**src/rtl/ddr3_frame_buf_arb.sv**
```systemverilog
// ddr3_frame_buf_arb: N-page DDR3 frame-buffer ring arbiter for one write
// stream and one read stream. It computes page-based burst addresses, trims
// the final burst of each frame and tracks which page holds the newest frame.
// Optional feature macro: DDR3_RR_ARB_EN (round-robin instead of write priority).
module ddr3_frame_buf_arb #(
  parameter int ADDR_W      = 28,
  parameter int LEN_W       = 10,
  parameter int CNT_W       = 11,
  parameter int PAGES       = 3,
  parameter int PAGE_LSB    = 24,
  parameter int RFIFO_DEPTH = 1024
) (
  input  logic              clk,
  input  logic              rst_n,
  input  logic              ddr3_init_done,
  input  logic [ADDR_W-1:0] frame_words,
  input  logic [LEN_W-1:0]  burst_len,
  input  logic [CNT_W-1:0]  wfifo_rcount,
  input  logic [CNT_W-1:0]  rfifo_wcount,
  input  logic              wr_load,
  input  logic              rd_load,
  output logic              wr_req,
  output logic [ADDR_W-1:0] wr_addr,
  output logic [LEN_W-1:0]  wr_len,
  input  logic              wr_finish,
  output logic              rd_req,
  output logic [ADDR_W-1:0] rd_addr,
  output logic [LEN_W-1:0]  rd_len,
  input  logic              rd_finish,
  output logic              rd_page_valid,
  output logic [1:0]        wr_page_o,
  output logic [1:0]        rd_page_o
);

  typedef enum logic [1:0] {ST_IDLE, ST_ARB, ST_WRITE, ST_READ} state_e;

  state_e            state_q, state_d;
  logic [2:0]        wr_load_sync_q, wr_load_sync_d;
  logic [2:0]        rd_load_sync_q, rd_load_sync_d;
  logic [ADDR_W-1:0] fw_q, fw_d;
  logic [LEN_W-1:0]  bl_q, bl_d;
  logic              wr_active_q, wr_active_d;
  logic              rd_active_q, rd_active_d;
  logic [ADDR_W-1:0] wr_off_q, wr_off_d;
  logic [ADDR_W-1:0] rd_off_q, rd_off_d;
  logic [1:0]        wr_page_q, wr_page_d;
  logic [1:0]        rd_page_q, rd_page_d;
  logic [1:0]        last_done_q, last_done_d;
  logic              rd_page_valid_q, rd_page_valid_d;
  logic              wr_pend_q, wr_pend_d;
  logic              rd_pend_q, rd_pend_d;
  logic              wr_req_q, wr_req_d;
  logic              rd_req_q, rd_req_d;
  logic [ADDR_W-1:0] wr_addr_q, wr_addr_d;
  logic [ADDR_W-1:0] rd_addr_q, rd_addr_d;
  logic [LEN_W-1:0]  wr_len_q, wr_len_d;
  logic [LEN_W-1:0]  rd_len_q, rd_len_d;
`ifdef DDR3_RR_ARB_EN
  logic              last_wr_q, last_wr_d;
`endif

  logic              wr_edge, rd_edge;
  logic [LEN_W-1:0]  wr_len_n, rd_len_n;
  logic              wr_go, rd_go;
  logic              grant_wr, grant_rd;
  logic [ADDR_W-1:0] wr_sum, rd_sum;
  logic [1:0]        wr_page_step, wr_page_adv;

  function automatic logic [1:0] next_page(input logic [1:0] p);
    if (PAGES <= 1) return 2'd0;
    else if (p >= 2'(PAGES - 1)) return 2'd0;
    else return p + 2'd1;
  endfunction

  function automatic logic [ADDR_W-1:0] page_base(input logic [1:0] p);
    return ADDR_W'(p) << PAGE_LSB;
  endfunction

  // Burst length clipped to what is left of the frame.
  function automatic logic [LEN_W-1:0] trim_len(input logic [ADDR_W-1:0] fw,
                                                input logic [ADDR_W-1:0] off,
                                                input logic [LEN_W-1:0]  bl);
    logic [ADDR_W-1:0] rem;
    rem = fw - off;
    if (rem < ADDR_W'(bl)) return rem[LEN_W-1:0];
    return bl;
  endfunction

  assign wr_edge  = wr_load_sync_q[1] & ~wr_load_sync_q[2];
  assign rd_edge  = rd_load_sync_q[1] & ~rd_load_sync_q[2];
  assign wr_len_n = trim_len(fw_q, wr_off_q, bl_q);
  assign rd_len_n = trim_len(fw_q, rd_off_q, bl_q);
  assign wr_go    = wr_active_q && (wr_len_n != '0) &&
                    (32'(wfifo_rcount) >= 32'(wr_len_n));
  // Room check written as count + len <= depth so nothing can underflow.
  assign rd_go    = rd_active_q && rd_page_valid_q && (rd_len_n != '0) &&
                    ((32'(rfifo_wcount) + 32'(rd_len_n)) <= 32'(RFIFO_DEPTH));
  assign wr_sum   = wr_off_q + ADDR_W'(wr_len_q);
  assign rd_sum   = rd_off_q + ADDR_W'(rd_len_q);

  // Writer never lands on the page being displayed when the ring has room to skip it.
  assign wr_page_step = next_page(wr_page_q);
  assign wr_page_adv  = (PAGES >= 3 && wr_page_step == rd_page_q) ?
                        next_page(wr_page_step) : wr_page_step;

  // Grant selection: fixed write priority or round-robin on ties.
  always_comb begin
`ifdef DDR3_RR_ARB_EN
    grant_wr = wr_go && (!rd_go || !last_wr_q);
    grant_rd = rd_go && !grant_wr;
`else
    grant_wr = wr_go;
    grant_rd = rd_go && !wr_go;
`endif
  end

  // Next-state, offsets, page bookkeeping and burst outputs.
  always_comb begin
    state_d         = state_q;
    wr_load_sync_d  = {wr_load_sync_q[1:0], wr_load};
    rd_load_sync_d  = {rd_load_sync_q[1:0], rd_load};
    fw_d            = frame_words;
    bl_d            = burst_len;
    wr_active_d     = wr_active_q;
    rd_active_d     = rd_active_q;
    wr_off_d        = wr_off_q;
    rd_off_d        = rd_off_q;
    wr_page_d       = wr_page_q;
    rd_page_d       = rd_page_q;
    last_done_d     = last_done_q;
    rd_page_valid_d = rd_page_valid_q;
    wr_pend_d       = wr_pend_q | wr_edge;
    rd_pend_d       = rd_pend_q | rd_edge;
    wr_req_d        = wr_req_q;
    rd_req_d        = rd_req_q;
    wr_addr_d       = wr_addr_q;
    rd_addr_d       = rd_addr_q;
    wr_len_d        = wr_len_q;
    rd_len_d        = rd_len_q;
`ifdef DDR3_RR_ARB_EN
    last_wr_d       = last_wr_q;
`endif

    unique case (state_q)
      ST_IDLE: begin
        if (ddr3_init_done) state_d = ST_ARB;
      end
      ST_ARB: begin
        if (!ddr3_init_done) begin
          state_d = ST_IDLE;
        end else if (wr_pend_d || rd_pend_d) begin
          // Frame-start loads take the whole cycle; arbitration resumes next cycle.
          if (wr_pend_d) begin
            wr_active_d = (fw_q != '0);
            wr_off_d    = '0;
            wr_pend_d   = 1'b0;
          end
          if (rd_pend_d) begin
            rd_active_d = (fw_q != '0);
            rd_off_d    = '0;
            rd_page_d   = last_done_q;
            rd_pend_d   = 1'b0;
          end
        end else if (grant_wr) begin
          state_d   = ST_WRITE;
          wr_addr_d = page_base(wr_page_q) | wr_off_q;
          wr_len_d  = wr_len_n;
`ifdef DDR3_RR_ARB_EN
          last_wr_d = 1'b1;
`endif
        end else if (grant_rd) begin
          state_d   = ST_READ;
          rd_addr_d = page_base(rd_page_q) | rd_off_q;
          rd_len_d  = rd_len_n;
`ifdef DDR3_RR_ARB_EN
          last_wr_d = 1'b0;
`endif
        end
      end
      ST_WRITE: begin
        if (wr_finish) begin
          wr_req_d = 1'b0;
          state_d  = ST_ARB;
          if (wr_sum >= fw_q) begin
            wr_off_d        = '0;
            last_done_d     = wr_page_q;
            rd_page_valid_d = 1'b1;
            wr_page_d       = wr_page_adv;
          end else begin
            wr_off_d = wr_sum;
          end
        end else begin
          wr_req_d = 1'b1;
        end
      end
      ST_READ: begin
        if (rd_finish) begin
          rd_req_d = 1'b0;
          state_d  = ST_ARB;
          rd_off_d = (rd_sum >= fw_q) ? '0 : rd_sum;
        end else begin
          rd_req_d = 1'b1;
        end
      end
      default: state_d = ST_IDLE;
    endcase
  end

  // State and datapath registers.
  always_ff @(posedge clk or negedge rst_n) begin
    if (!rst_n) begin
      state_q         <= ST_IDLE;
      wr_load_sync_q  <= '0;
      rd_load_sync_q  <= '0;
      fw_q            <= '0;
      bl_q            <= '0;
      wr_active_q     <= 1'b0;
      rd_active_q     <= 1'b0;
      wr_off_q        <= '0;
      rd_off_q        <= '0;
      wr_page_q       <= '0;
      rd_page_q       <= '0;
      last_done_q     <= '0;
      rd_page_valid_q <= 1'b0;
      wr_pend_q       <= 1'b0;
      rd_pend_q       <= 1'b0;
      wr_req_q        <= 1'b0;
      rd_req_q        <= 1'b0;
      wr_addr_q       <= '0;
      rd_addr_q       <= '0;
      wr_len_q        <= '0;
      rd_len_q        <= '0;
`ifdef DDR3_RR_ARB_EN
      last_wr_q       <= 1'b0;
`endif
    end else begin
      state_q         <= state_d;
      wr_load_sync_q  <= wr_load_sync_d;
      rd_load_sync_q  <= rd_load_sync_d;
      fw_q            <= fw_d;
      bl_q            <= bl_d;
      wr_active_q     <= wr_active_d;
      rd_active_q     <= rd_active_d;
      wr_off_q        <= wr_off_d;
      rd_off_q        <= rd_off_d;
      wr_page_q       <= wr_page_d;
      rd_page_q       <= rd_page_d;
      last_done_q     <= last_done_d;
      rd_page_valid_q <= rd_page_valid_d;
      wr_pend_q       <= wr_pend_d;
      rd_pend_q       <= rd_pend_d;
      wr_req_q        <= wr_req_d;
      rd_req_q        <= rd_req_d;
      wr_addr_q       <= wr_addr_d;
      rd_addr_q       <= rd_addr_d;
      wr_len_q        <= wr_len_d;
      rd_len_q        <= rd_len_d;
`ifdef DDR3_RR_ARB_EN
      last_wr_q       <= last_wr_d;
`endif
    end
  end

  assign wr_req        = wr_req_q;
  assign wr_addr       = wr_addr_q;
  assign wr_len        = wr_len_q;
  assign rd_req        = rd_req_q;
  assign rd_addr       = rd_addr_q;
  assign rd_len        = rd_len_q;
  assign rd_page_valid = rd_page_valid_q;
  assign wr_page_o     = wr_page_q;
  assign rd_page_o     = rd_page_q;

endmodule

```
**config.mk**
```make
export PLATFORM = sky130hd
export DESIGN_NAME = ddr3_frame_buf_arb
export DESIGN_NICKNAME = d
export VERILOG_FILES = /design/src/rtl/ddr3_frame_buf_arb.sv
export SDC_FILE = /design/constraint.sdc
export NUM_CORES = 1
export LEC_CHECK = 0
export BUFFER_PORTS_ARGS = -buffer_cell sky130_fd_sc_hd__buf_2
export CAP_MARGIN = 40
export CORE_MARGIN = 8
export CORE_UTILIZATION = 40
export CTS_CLUSTER_DIAMETER = 40
export DETAILED_ROUTE_END_ITERATION = 10
export GPL_ROUTABILITY_DRIVEN = 0
export PLACE_DENSITY_LB_ADDON = 0.25
export SLEW_MARGIN = 20
export SYNTH_ARGS = -nofsm -noshare
export SYNTH_HDL_FRONTEND = slang
export SYNTH_SLANG_ARGS = --single-unit
```
**constraint.sdc**
```tcl
create_clock -name clk -period 8.7 [get_ports clk]
set_input_delay 0.435 -clock clk [delete_from_list [all_inputs] [get_ports clk]]
set_output_delay 0.435 -clock clk [all_outputs]
set_load 0.02 [all_outputs]
```
==> summary.txt <==
Clock network
  – Clk buf depth: 2
  – CTS Buf Count: 17
  – Clk slew on worst S/H paths: 0.08 ns
  – Setup repair bufs after CTS: 0
  – CTS tree: built
  – Clock tree sinks: 191
  – CTS root buf: clkbuf_16
  – H-tree depth: 4
  – Skew-Pair Late Insertion Delay: 0.47 ns

Place
  – Post-place setup slack: 0.689 ns
  – # port buffers: 149
  – Dpl hpwl: 36,600 um
  – Post-DP Area: 0.0159 mm^2

Pwr
  – Internal Dissipation: 1.64 mW
  – Combinational Power Share: 0.281
  – Leak: 8.01 nW
  – P_sw: 0.902 mW
  – Sw Ratio: 0.354
  – Power Dens Cells: 154 mW/mm^2
  – Maximum VDD drop: 0.139 mV
  – Clk pwr share: 0.321
  – Reg power frac: 0.398

Floorplan
  – Initial Util: 0.403
  – # IOs: 150
  – Core area: 0.0363 mm^2
  – Die width: 207 um
  – Die ar.: 0.0430 mm^2
  – Row count: 70
  – Die height: 207 um

Route
  – DR DRC count: 0
  – Detailed Route Iter0 Violations: 1,158
  – DRT Pass-1 Iters: 5
  – Vias per cell: 5.82
  – DR WL/cell: 20.5 um
  – Antenna-violating nets left: 0
  – Vias post-DR: 12.8k
  – Post-Route WL: 45,000 um

Worst setup path
  – Setup crit end kind: register
  – Crit-path slowest cell: a211oi_1
  – Worst EP required: 9.04 ns
  – Worst-path maximum fanout: 38
  – R2r setup slk: 0.62 ns
  – Crit path DAT: 8.41 ns
  – Critical path type: reg -> reg
  – Crit path largest cell delay: 0.49 ns
  – Startpoint types: register

GRT
  – Total gr overflow: 0
  – First-pass GRT wire length: 70,400 um
  – Global Route Usage Sum: 0.205
  – Vias in the first global route: 12.5k
  – Initial antenna violation count: 0
  – Largest net degree at the start of global routing: 67

Timing
  – Post-layout minimum cycle time: 8.08 ns
  – Unrepaired setup endpoints after global routing: no
  – Slew @ Worst Pin: 0.876 ns
  – Final setup viols: 0
  – Worst Clk Skew: 0.0234 ns
  – Final hold violations: 0
  – Max Freq: 124 MHz
  – Crit share post-route: 0.928
  – Setup TNS: 0 ns
  – Worst setup slack after layout: 0.624 ns
  – Final Slew Violations: 0
  – Rel. slew slack: 0.410

Yosys
  – FFs w/ async S/R, synth: 1.00
  – Area share of the largest cell type after synthesis: 0.326
  – Post-synthesis sequential area ratio: 0.326
  – Synth Area per Inst: 9.18 um^2
  – #FFs+latches synth: 191
  – Ys Warns: 0
  – Post-synth EDFFs: 0
  – Synth Instances: 1,596
  – Leading cell types by count after synthesis: dfrtp_1 (191), ha_1 (171), inv_1 (139)
  – Ys flop type: dfrtp_1
  – Synth top area cells: dfrtp_1 (33%), ha_1 (15%), a21oi_1 (4.5%)
  – Top-count cell post-synth: dfrtp_1
  – Netlist cell types: 78
  – Synthesized area: 0.0147 mm^2
  – Syn nets: 1,839
  – Area leader, netlist: dfrtp_1

Layout
  – Ant diodes: 0
  – Final Util: 0.454
  – P&R area growth vs syn: 12.6%
  – Final Cell Area: 0.0165 mm^2
  – Nets: 1,962
  – Fillers: 3,530
  – Share of post-route cells with drive strength above 1: 0.162

Status
  – Outcome: finished, final reports clean

Run
  – Max Cap Viol: 0

Worst hold path
  – Min-delay worst type: in -> reg
[timing repair]
| action | in CTS | in global routing |
|---|---|---|
| gates resized for setup | 0 | 1 |
| hold endpoints to repair | 64 | 0 |
| endpoints found under the setup margin | 0 | 13 |
| hold buffers | 1 | 0 |
[worst paths after layout]
kind,start,endpoint,cells past startpoint
max in group asynchronous,rst_n,rd_off_q[4],3
worst min register to register,rd_load_sync_q[0],rd_load_sync_q[1],0
worst min-delay path,frame_words[17],fw_q[17],1
min in group asynchronous,rst_n,wr_addr[26],2
worst max-delay path,fw_q[0],rd_addr[27],32
worst max register to register,fw_q[0],rd_addr[27],32
[metrics by stage]
stage / std cells / power [mW] / hold WS [ns]
after global placement: 2163 / 1.72 / 0.334
after floorplan: 1596 / 1.49 / 0.139
final: 2200 / 2.55 / 0.0754
after global routing: 2200 / 2.69 / 0.0485
after CTS: 2200 / 2.56 / 0.0481
after detailed placement: 2167 / 1.73 / 0.338
[registers in the layout, indices dropped and copies added (netlist names)]
signal and count:
rd_page_valid 1, last_done_q 2, bl_q 10, rd_load_sync_q 3, fw_q 28, wr_addr 28
wr_load_sync_q 3, rd_len 10, state_q 2, rd_off_q 28, wr_page_o 2, wr_active_q 1
wr_len 10, rd_req 1, rd_pend_q 1, rd_active_q 1, rd_addr 28, rd_page_o 2
wr_off_q 28, wr_req 1, wr_pend_q 1
[cell families (layout without fill, tap and decap cells)]
| group | Yosys count | after routing | share of synthesized area |
|---|---|---|---|
| AOI/OAI and AO/OA | 468 | 468 | 0.209 |
| xor gates and xnor gates | 82 | 82 | 0.0490 |
| muxes | 90 | 90 | 0.0721 |
| DFF | 191 | 191 | 0.326 |
| adders and majority gates | 176 | 176 | 0.153 |
| and+or+nand+nor | 390 | 390 | 0.136 |
| buffers and inverters | 199 | 335 | 0.0545 |
[critical path, delay by kind of cell, from the launching register on]
family,cells,cell delay [ns]
muxes,2,0.62
adders and majority gates,4,1.26
DFF,1,0.42
and+or+nand+nor,7,1.29
buffers and inverters,4,0.86
AOI/OAI and AO/OA,14,3.16
xor gates and xnor gates,1,0.26
[power by group through the flow]
stage	sequential, mW	clock (mW)	combinational [mW]
finish	1.01	0.817	0.716
global route	1.02	0.871	0.796
CTS	1.01	0.836	0.712
detailed placement	1.03	0	0.705
global placement	1.03	0	0.689
floorplan	1.05	0	0.441
[cell type report]
cell class                      instances  area [um^2]  area share
Clock buffer                           18          439      0.0266
Clock inverter                         14          170      0.0103
Inverter                              139          522      0.0316
Multi-Input combinational cell       1206         9090       0.551
Sequential cell                       191         4780       0.290
Tap cell                              468          586      0.0355
Timing Repair Buffer                  164          906      0.0549
[cells in the final DEF, fill, tap and decap left out, types with 6 or more instances in the layout]
master / count
dfrtp_1: 191
ha_1: 171
buf_2: 148
inv_1: 139
a21oi_1: 133
nand2_1: 98
o21ai_0: 96
nor2_1: 69
xnor2_1: 67
a21o_1: 60
mux2_2: 52
nand3_1: 41
nand4_1: 36
a22o_1: 31
nand2b_1: 20
mux2i_1: 20
nor3_1: 20
nor4_1: 18
mux2_4: 18
or3_1: 17
clkbuf_16: 17
xor2_1: 15
nor2b_1: 15
o211ai_1: 15
a31oi_1: 15
and3_1: 15
o21bai_1: 14
o21a_1: 14
a211oi_1: 12
buf_4: 9
a211o_1: 8
o31ai_1: 7
nand3b_1: 7
and2_1: 6
o22ai_1: 6
[layer usage]
metal,share of wire,routed length (um),global-route usage
met1,0.46,20800,0.285
met2,0.44,19900,0.318
met3,0.069,3100,0.0385
met4,0.026,1160,0.0678
met5,0,0,0
No activity file was read; power rests on OpenSTA's default activity.
